$ cat src/rtl/cpu_types_pkg.sv
// Machine word and address widths shared across the CPU.
package cpu_types_pkg;
  localparam int unsigned CPU_WORD_W = 32;
  localparam int unsigned CPU_ADDR_W = 32;
endpackage

$ cat src/rtl/diaosi_types_pkg.sv
// Front-end decode types shared by the diaosi core; ADD4..BRANCH keep their original codes.
package diaosi_types_pkg;
  typedef enum logic [2:0] {
    ADD4   = 3'd0,
    JUMP   = 3'd1,
    JR     = 3'd2,
    BRANCH = 3'd3,
    CALL   = 3'd4,
    RET    = 3'd5
  } pcsrc_t;
endpackage

$ cat src/rtl/return_stack.sv
// Circular return-address stack; a push while full silently overwrites the oldest entry.
module return_stack #(
  parameter  int unsigned ADDR_W    = 32,
  parameter  int unsigned RAS_DEPTH = 4,
  localparam int unsigned PTR_W     = $clog2(RAS_DEPTH),
  localparam int unsigned CNT_W     = $clog2(RAS_DEPTH + 1)
) (
  input  logic              CLK,
  input  logic              RST,
  input  logic              push,
  input  logic              pop,
  input  logic [ADDR_W-1:0] push_data,
  output logic [ADDR_W-1:0] top,
  output logic [CNT_W-1:0]  count,
  output logic              full,
  output logic              empty
);
  localparam logic [CNT_W-1:0] DEPTH_CNT = CNT_W'(RAS_DEPTH);

  logic [ADDR_W-1:0] mem_q [RAS_DEPTH];
  logic [PTR_W-1:0]  wr_ptr_q, wr_ptr_d;
  logic [CNT_W-1:0]  count_q, count_d;

  assign count = count_q;
  assign empty = (count_q == '0);
  assign full  = (count_q == DEPTH_CNT);
  assign top   = mem_q[wr_ptr_q - PTR_W'(1)];

  // NOTE: every always_comb output gets its default first, so no path can infer a latch.
  always_comb begin
    wr_ptr_d = wr_ptr_q;
    count_d  = count_q;
    if (push) begin
      wr_ptr_d = wr_ptr_q + PTR_W'(1);
      if (!full) count_d = count_q + CNT_W'(1);
    end else if (pop && !empty) begin
      wr_ptr_d = wr_ptr_q - PTR_W'(1);
      count_d  = count_q - CNT_W'(1);
    end
  end

  // NOTE: state registers use non-blocking assignments so every flop samples pre-edge values.
  always_ff @(posedge CLK or posedge RST) begin
    if (RST) begin
      wr_ptr_q <= '0;
      count_q  <= '0;
    end else begin
      wr_ptr_q <= wr_ptr_d;
      count_q  <= count_d;
    end
  end

  // NOTE: entries carry no reset; count_q alone decides which slots are valid.
  always_ff @(posedge CLK) begin
    if (push) mem_q[wr_ptr_q] <= push_data;
  end
endmodule

$ cat src/rtl/fetch_pc_ras.sv
// Fetch PC generator; the return-address stack is built only when FETCH_PC_RAS_EN is defined,
// otherwise CALL behaves as JUMP and RET as JR.
module fetch_pc_ras
  import diaosi_types_pkg::*;
#(
  parameter int unsigned       ADDR_W    = cpu_types_pkg::CPU_ADDR_W,
  parameter int unsigned       RAS_DEPTH = 4,
  parameter logic [ADDR_W-1:0] RESET_PC  = '0
) (
  input  logic              CLK,
  input  logic              RST,
  input  logic              pc_next,
  input  pcsrc_t            PCSrc,
  input  logic [15:0]       imm16,
  input  logic [25:0]       j_addr26,
  input  logic [ADDR_W-1:0] jr,
  input  logic              flush,
  input  logic [ADDR_W-1:0] flush_addr,
  output logic [ADDR_W-1:0] i_addr,
  output logic              ras_empty,
  output logic              ras_full
);
  logic [ADDR_W-1:0] i_addr_q, i_addr_d;
  logic [ADDR_W-1:0] add4, branch, jump;

  assign add4   = i_addr_q + ADDR_W'(4);
  assign branch = i_addr_q + {{(ADDR_W-16){imm16[15]}}, imm16};

  // At the minimum width the jump field spans the whole address.
  generate
    if (ADDR_W > 28) begin : g_jump_hi
      assign jump = {i_addr_q[ADDR_W-1:28], j_addr26, 2'b00};
    end else begin : g_jump_lo
      assign jump = {j_addr26, 2'b00};
    end
  endgenerate

`ifdef FETCH_PC_RAS_EN
  localparam int unsigned CNT_W = $clog2(RAS_DEPTH + 1);

  logic              advance, ras_push, ras_pop;
  logic [ADDR_W-1:0] ras_top;
  logic [CNT_W-1:0]  ras_count;

  assign advance  = pc_next && !flush;
  assign ras_push = advance && (PCSrc == CALL);
  assign ras_pop  = advance && (PCSrc == RET) && (ras_count != '0);

  return_stack #(
    .ADDR_W    (ADDR_W),
    .RAS_DEPTH (RAS_DEPTH)
  ) u_return_stack (
    .CLK       (CLK),
    .RST       (RST),
    .push      (ras_push),
    .pop       (ras_pop),
    .push_data (add4),
    .top       (ras_top),
    .count     (ras_count),
    .full      (ras_full),
    .empty     (ras_empty)
  );
`else
  assign ras_empty = 1'b1;
  assign ras_full  = 1'b0;
`endif

  always_comb begin
    i_addr_d = i_addr_q;
    if (flush) begin
      i_addr_d = flush_addr;
    end else if (pc_next) begin
      case (PCSrc)
        ADD4:       i_addr_d = add4;
        JUMP, CALL: i_addr_d = jump;
        BRANCH:     i_addr_d = branch;
`ifdef FETCH_PC_RAS_EN
        JR:         i_addr_d = jr;
        RET:        i_addr_d = ras_empty ? jr : ras_top;
`else
        JR, RET:    i_addr_d = jr;
`endif
        default:    i_addr_d = add4;
      endcase
    end
  end

  always_ff @(posedge CLK or posedge RST) begin
    if (RST) i_addr_q <= RESET_PC;
    else     i_addr_q <= i_addr_d;
  end

  assign i_addr = i_addr_q;
endmodule

$ cat config.mk
export PLATFORM = sky130hd
export DESIGN_NAME = fetch_pc_ras
export DESIGN_NICKNAME = d
export VERILOG_FILES = /design/src/rtl/cpu_types_pkg.sv /design/src/rtl/diaosi_types_pkg.sv /design/src/rtl/return_stack.sv /design/src/rtl/fetch_pc_ras.sv
export SDC_FILE = /design/constraint.sdc
export NUM_CORES = 1
export LEC_CHECK = 0
export ABC_AREA = 1
export BUFFER_PORTS_ARGS = -buffer_cell sky130_fd_sc_hd__buf_2
export CORE_MARGIN = 2
export CORE_UTILIZATION = 45
export CTS_BUF_LIST = sky130_fd_sc_hd__clkbuf_16
export DETAILED_ROUTE_END_ITERATION = 6
export GPL_TIMING_DRIVEN = 0
export PLACE_DENSITY_LB_ADDON = 0.08
export SLEW_MARGIN = 20
export SYNTH_ARGS = -nofsm -noshare
export SYNTH_HDL_FRONTEND = slang
export SYNTH_SLANG_ARGS = --single-unit
$ cat constraint.sdc
create_clock -name CLK -period 2.3 [get_ports CLK]
set_input_delay 0.46 -clock CLK [delete_from_list [all_inputs] [get_ports CLK]]
set_output_delay 0.46 -clock CLK [all_outputs]
set_load 0.01 [all_outputs]
# Yosys cells after proc, flatten, opt, wreduce, memory -nomap -nowiden
# Cells that the tools add are included.
# totals
register_bits	32
input_bits	113
out_inout_bits	34
wordCells	17
# op_classes
add_sub_neg	2
n_eq_ne	6
muxes	3
reduce_logical	4
# op_table
op	n
$pmux 32 s3	1
$mux 32	2
$add 32x3->32 const B	1
$add 32x32->32	1
$eq 3x2->1 const B	2
$eq 3x3->1 const B	2
$reduce_or 2->1	2
$eq 3x1->1 const B	1
$ne 2x2->1 const B	1
$reduce_and 2->1	1
$reduce_bool 2->1	1

# Longest topological paths before layout
# Gate-level depths: netlist (run 1).
# depth
depth_word	5
depth_mapped	16
ltp_nobuf	16

# Least setup slack after synthesis (run 1)
# No wires, ideal clock.
# synth_timing
path_kind	input to register
start	in imm16[0]
end	reg i_addr_q[30], in the netlist i_addr[30]
setup_time_ns	0.117
t_arrival_ns	1.961
t_required_ns	2.183
slack_ns	0.222
path_stages	15
n_path_buf	0
cell_sequence	ha_1 inv_1 fa_1 nor2_1 nor2_1 o21ai_1 nand2_1 nand2_1 nand2_1 nand2_1 nand2_1 nand3_1 nand3_1 nand2_1 nand2_1
# synth_between
elab_chain_len	4
# synth_rtl
item	line	rtl
start: declaration	fetch_pc_ras.sv:14	input logic [15:0] imm16,
$add 32x32->32	fetch_pc_ras.sv:27	assign branch = i_addr_q + {{(ADDR_W-16){imm16[15]}}, imm16};
$pmux 32 s3	fetch_pc_ras.sv:73	case (PCSrc)
$mux 32	fetch_pc_ras.sv:72	end else if (pc_next) begin
$mux 32	fetch_pc_ras.sv:70	if (flush) begin
end signal: assignment	fetch_pc_ras.sv:90	else i_addr_q <= i_addr_d;
end: declaration	fetch_pc_ras.sv:23	logic [ADDR_W-1:0] i_addr_q, i_addr_d;
# No other way between the ends. The select of a mux whose other input is x is not followed.
# A chain may end at the register's enable or synchronous reset.

# Worst setup path after layout (run 1)
# layout_timing
start	reg i_addr_q[5], in the netlist i_addr[5]
end	reg i_addr_q[28], in the netlist i_addr[28]
# layout_between
elab_chain_len	4
elab_cells_between_ends	5
cone_classes	2 x add/sub; 3 x mux
# layout_rtl
item	line
$add 32x3->32 or $add 32x32->32 (tied branches)	fetch_pc_ras.sv:26, fetch_pc_ras.sv:27
$pmux 32 s3 *	fetch_pc_ras.sv:73
$mux 32 *	fetch_pc_ras.sv:72
$mux 32 *	fetch_pc_ras.sv:70
# Every way passes the cells marked *; elsewhere a longest branch is shown, timed or not. The select of a mux whose other input is x is not followed.

==> flow_summary.ini, run 1 <==
[outcome]
status = completed

[timing]
fin_crit_ns = 2.22
hold_ws_ns = 0.290
rsz0062_at_grt = true
min_period_over_period = 0.963
tightest_slew_ns = 0.741
fmax_mhz = 451
finalSetupViolCount = 0
fin_ws_ns = 0.0847
hold_viol = 0
drv_slew = 0
slew_headroom = 0.503
skew_ns = 0.00340

[critical_path]
worstPathMaxFanout = 5
critPathCaptureType = register
cp_data_arrival_time_ns = 2.39
worstPathRequired_ns = 2.47
ff2ff_path_depth = 14
critical_path_class = reg2reg
path_cells = ha_4 > nand2_2 > nor2_1 > inv_1 > nor2_1 > nand2_1 > nand3_1 > nand2_1 > nand2_1 > nand2_1 > nand3_1 > nand4_1 > nand2_1 > nand2_1
start_kind = register
critPathMaxStageDelay_ns = 0.49
cpMostUsedCell = nand2_1
slowest_stage = dfrtp_2

[finish]
diodes = 0
drive_above_1_share = 0.244
largest_reg_flops = 32
layout.cells.non_filler = 1328
area_growth_pct = 29.3
nets = 1326
fill_cells = 1292
final_core_util = 0.593

[logic_synthesis]
synth-edff-count = 0
synthMostInstantiatedCell = nand2_1
synthDistinctLibCells = 45
synth_top_area_share = 0.266
synth-async-reset-ratio = 1.00
synth_top_area_cell = nand2_1
netlist_instances = 1018
synth_flop_cell = dfrtp_1
netlist_area_um2 = 5490
avgSynthCellArea_um2 = 5.39
synthesis.nets = 1164
synth_commonest_cells = 389 x nand2_1, 143 x inv_1, 109 x nor2_1, 70 x nand3_1, 51 x a21oi_1
ys_seq_area_frac = 0.146
synth_warnings = 0
synth_area_leaders = nand2_1 27%, dfrtp_1 15%, inv_1 9.8%
ys_ff_latch = 32

[placement]
preCtsSetupSlack_ns = -0.227
dp_cells = 1308
port_buffers = 143
dpl.hpwl_um = 17800
gp_congestion = 0.947

[global_route]
grt_max_degree = 33
grt.total_usage = 0.332
antenna_found_initial = 0
grt_pass1_vias = 6554
grt_pass1_wl_um = 33300
overflow = 0

[clock_tree]
cts_root_buffer = clkbuf_16
clkTransAtPathRegs_ns = 0.05
cts_sinks = 32
cts_tree = done
htreeDepth = 2
clockBufferDepth = 2
worstSkewPairLatency_ns = 0.28
cts_made_buffers = 5

[power_and_ir_drop]
p_per_area_nw_per_um2 = 521
p_int_uw = 1900
peakVddDrop_mv = 0.559
leakage_uw = 0.00371
p_seq_frac = 0.241
p_sw_frac = 0.487
p_sw_uw = 1800
power_frac_clock = 0.172
combPwrFrac = 0.587

[drt]
drt_iter0_drc = 613
wl_per_cell_um = 16.7
first_pass_iters = 5
viasPerCell = 5.38
vias = 7142
antenna_left = 0
wirelength_um = 22200
drc_errors = 0

[floorplanning]
chipWidth_um = 114
rows = 40
core_region_area_um2 = 12000
dieHeight_um = 114
die-area_um2 = 13100
initial_core_util = 0.459
io_pins = 147

[min_path]
worst_hold_path_type = in2async

[flow_run]
drv_cap = 0
## what timing repair did
item	in CTS	in global routing
setup endpoints to repair	14	25
pin swaps	0	7
resized for setup	16	85
hold buffers	0	0
buffers inserted	1	11
## through the flow
stage	area (µm²)	power (µW)	TNS (ns)
after floorplan	5490	2080	0
after global placement	6390	2710	-3.05
after detailed placement	6390	2730	-3.07
after CTS	6630	3420	0
after global routing	7100	3980	-0.0306
final	7100	3700	0
## logic make-up after synthesis
logic type                 count (synthesis)  share of synthesized area
xor gates and xnor gates                  17                     0.0271
buffers and inverters                    175                      0.123
DFF                                       32                      0.146
other                                      2                    0.00137
and+or+nand+nor                          651                      0.510
adders and majority gates                 33                     0.0766
AOI/OAI and AO/OA                        108                      0.116
## worst paths after layout
| path | startpoint | to | slack [ns] |
|---|---|---|---|
| worst min-delay path | RST | i_addr[30]$_DFFE_PP0P_ | 0.29 |
| max in group asynchronous | RST | i_addr[1]$_DFFE_PP0P_ | 1.51 |
| worst max register to register | i_addr[5]$_DFFE_PP0P_ | i_addr[28]$_DFFE_PP0P_ | 0.08 |
| min in group CLK | flush_addr[0] | i_addr[0]$_DFFE_PP0P_ | 0.41 |
| worst min register to register | i_addr[1]$_DFFE_PP0P_ | i_addr[1]$_DFFE_PP0P_ | 0.60 |
| worst max-delay path | i_addr[5]$_DFFE_PP0P_ | i_addr[28]$_DFFE_PP0P_ | 0.08 |
## routing by layer
layer | vias up | global-route usage | part of all wire
met1 | 3250 | 0.453 | 0.44
met4 | 0 | 0.120 | 0.030
met3 | 42 | 0.0445 | 0.074
li1 | 3570 | - | -
met2 | 280 | 0.538 | 0.46
met5 | - | 0 | 0
## critical path, delay by kind of cell (launching register included)
kind          cells  cell delay (ns)
fa+ha+maj         1             0.33
buf+inv           1             0.09
flops             1             0.49
simple gates     12             1.20
## cell type report
class | count | area, µm² | share of cell area
clock inverter | 3 | 15.0 | 0.00212
inverter | 149 | 559 | 0.0788
sequential | 32 | 831 | 0.117
buffer | 26 | 116 | 0.0164
timing repair buffer | 155 | 812 | 0.114
multi-input combinational | 811 | 4450 | 0.628
clock buffer | 5 | 125 | 0.0176
tap | 147 | 184 | 0.0259
## placed cells by master, fill, tap and decap left out, types with 10 or more instances in the layout
cell	count
nand2_1	382
buf_2	150
inv_1	142
nor2_1	94
nand3_1	64
a21oi_1	48
ha_4	25
dfrtp_2	24
nand4_1	23
nor2_2	17
clkbuf_1	15
nor3_1	14
buf_4	14
xor2_1	13
o21ai_0	13
o21ai_1	12
nand3b_1	12
nand2_2	10
## power groups by stage
| stage | Sequential [µW] | Clock (µW) | Combinational [µW] |
|---|---|---|---|
| after floorplan | 807 | 0 | 1280 |
| after global placement | 859 | 0 | 1850 |
| after detailed placement | 857 | 0 | 1870 |
| final | 892 | 637 | 2170 |
| after global routing | 897 | 664 | 2420 |
| after CTS | 856 | 645 | 1920 |
Power figures use the tool's default switching activity.
==> run 2, diff against run 1 <==
- PLACE_DENSITY: unset -> 0.7
- PLACE_DENSITY_LB_ADDON: 0.08 -> unset
==> flow_summary.ini, run 2 (synthesis gave the netlist of run 1 again) <==
[power_and_ir_drop]
p_sw_frac = 0.472
p_seq_frac = 0.236
p_per_area_nw_per_um2 = 537
combPwrFrac = 0.566
p_sw_uw = 1800
peakVddDrop_mv = 0.571
p_int_uw = 2010
leakage_uw = 0.00371
power_frac_clock = 0.197

[clock_tree]
htreeDepth = 2
cts_sinks = 32
cts_tree = done
cts_made_buffers = 5
worstSkewPairLatency_ns = 0.28
cts_root_buffer = clkbuf_16
clockBufferDepth = 2
cts_hold_buffers = 0
clkTransAtPathRegs_ns = 0.06

[critical_path]
critPathCaptureType = register
worstPathRequired_ns = 2.46
start_kind = register
worstPathMaxFanout = 5
ff2ff_path_depth = 12
critical_path_class = reg2reg
cp_data_arrival_time_ns = 2.36

[global_route]
grt.busiest_layer = met2
antenna_found_initial = 0
grt_max_degree = 33
met3_usage = 0.0286
overflow = 0
grt.total_usage = 0.331
use_met1 = 0.460
grt_pass1_wl_um = 33400
grt_pass1_vias = 6463
grtUsageMet2 = 0.547

[timing]
hold_viol = 0
min_period_over_period = 0.957
slew_headroom = 0.517
rsz0062_at_grt = true
skew_ns = 0.00644
tightest_slew_ns = 0.720
fmax_mhz = 454
fin_crit_ns = 2.20
finalSetupViolCount = 0
drv_slew = 0

[placement]
placedInstanceArea_um2 = 6390
dpl.hpwl_um = 17900
gp_congestion = 1.02
port_buffers = 143

[finish]
diodes = 0
final_cell_mix = 380 x nand2_1, 150 x buf_2, 141 x inv_1, 92 x nor2_1, 67 x nand3_1
drive_above_1_share = 0.244
area_growth_pct = 29.6
fin_area_um2 = 7110
final_core_util = 0.595
largest_reg_flops = 32
layout_commonest_cell = nand2_1
nets = 1326

[floorplanning]
core_region_area_um2 = 12000
io_pins = 147
initial_core_util = 0.459
chipWidth_um = 114
die-area_um2 = 13100
dieHeight_um = 114
rows = 40

[min_path]
worst_hold_path_type = in2async

[drt]
viasPerCell = 5.45
drt_iter0_drc = 612
wl_per_cell_um = 16.7
drc_errors = 0
vias = 7237
antenna_left = 0
wirelength_um = 22200
first_pass_iters = 5

[outcome]
status = completed

[flow_run]
drv_cap = 0
==> run 2: timing repair <==
action,in CTS,in global routing
setup buffers,1,11
endpoints found under the hold margin,0,0
endpoints found under the setup margin,14,26
gates resized for setup,15,88
pin swaps,0,5
==> run 2: final timing paths <==
kind | start | endpoint | slack (ns)
max | i_addr[8]$_DFFE_PP0P_ | i_addr[26]$_DFFE_PP0P_ | 0.1
min | RST | i_addr[28]$_DFFE_PP0P_ | 0.29
max reg2reg | i_addr[8]$_DFFE_PP0P_ | i_addr[26]$_DFFE_PP0P_ | 0.1
min reg2reg | i_addr[31]$_DFFE_PP0P_ | i_addr[31]$_DFFE_PP0P_ | 0.62
max in group asynchronous | RST | i_addr[6]$_DFFE_PP0P_ | 1.51
min in group CLK | flush_addr[0] | i_addr[0]$_DFFE_PP0P_ | 0.40
==> run 2: through the flow <==
step	cells	hold slack [ns]	setup WS, ns	total power (µW)	setup TNS, ns
after detailed placement	1308	0.589	-0.254	2730	-3.17
after global placement	1308	0.560	-0.233	2720	-2.97
final	1328	0.292	0.0980	3820	0
after global routing	1328	0.356	-0.0513	4080	-0.0972
after CTS	1317	0.315	0.00985	3520	0
after floorplan	1018	0.560	0.222	2080	0
==> run 2: final cells by class <==
class                      instances  area [µm²]
clock inverter                     3        37.5
fill                            1248        4850
clock buffer                       5         125
inverter                         149         559
tap                              147         184
buffer                            26         116
timing repair buffer             155         816
multi-input combinational        811        4440
sequential                        32         832
==> run 2: power groups by stage <==
stage / clock (µW) / sequential (µW) / combinational (µW)
after CTS: 746 / 859 / 1920
after global placement: 0 / 860 / 1860
after global routing: 776 / 902 / 2410
after floorplan: 0 / 807 / 1280
final: 752 / 902 / 2160
after detailed placement: 0 / 861 / 1870
==> run 2: routing by layer <==
layer | share of wire | vias to the layer above
met5 | 0 | -
met4 | 0.025 | 0
met3 | 0.076 | 39
met2 | 0.46 | 294
met1 | 0.44 | 3337
li1 | - | 3567
==> run 2: critical path, cell delays in order (launching register included) <==
cell and delay, ns:
dfrtp_2 0.49, ha_4 0.33, nand2_1 0.13, nor2_1 0.22, nand3_1 0.10, nand3_1 0.17
nand2_1 0.12, nand2_1 0.08, nand2_1 0.05, nand3_1 0.07, nand4_1 0.15, nand2_1 0.11
nand2_1 0.06
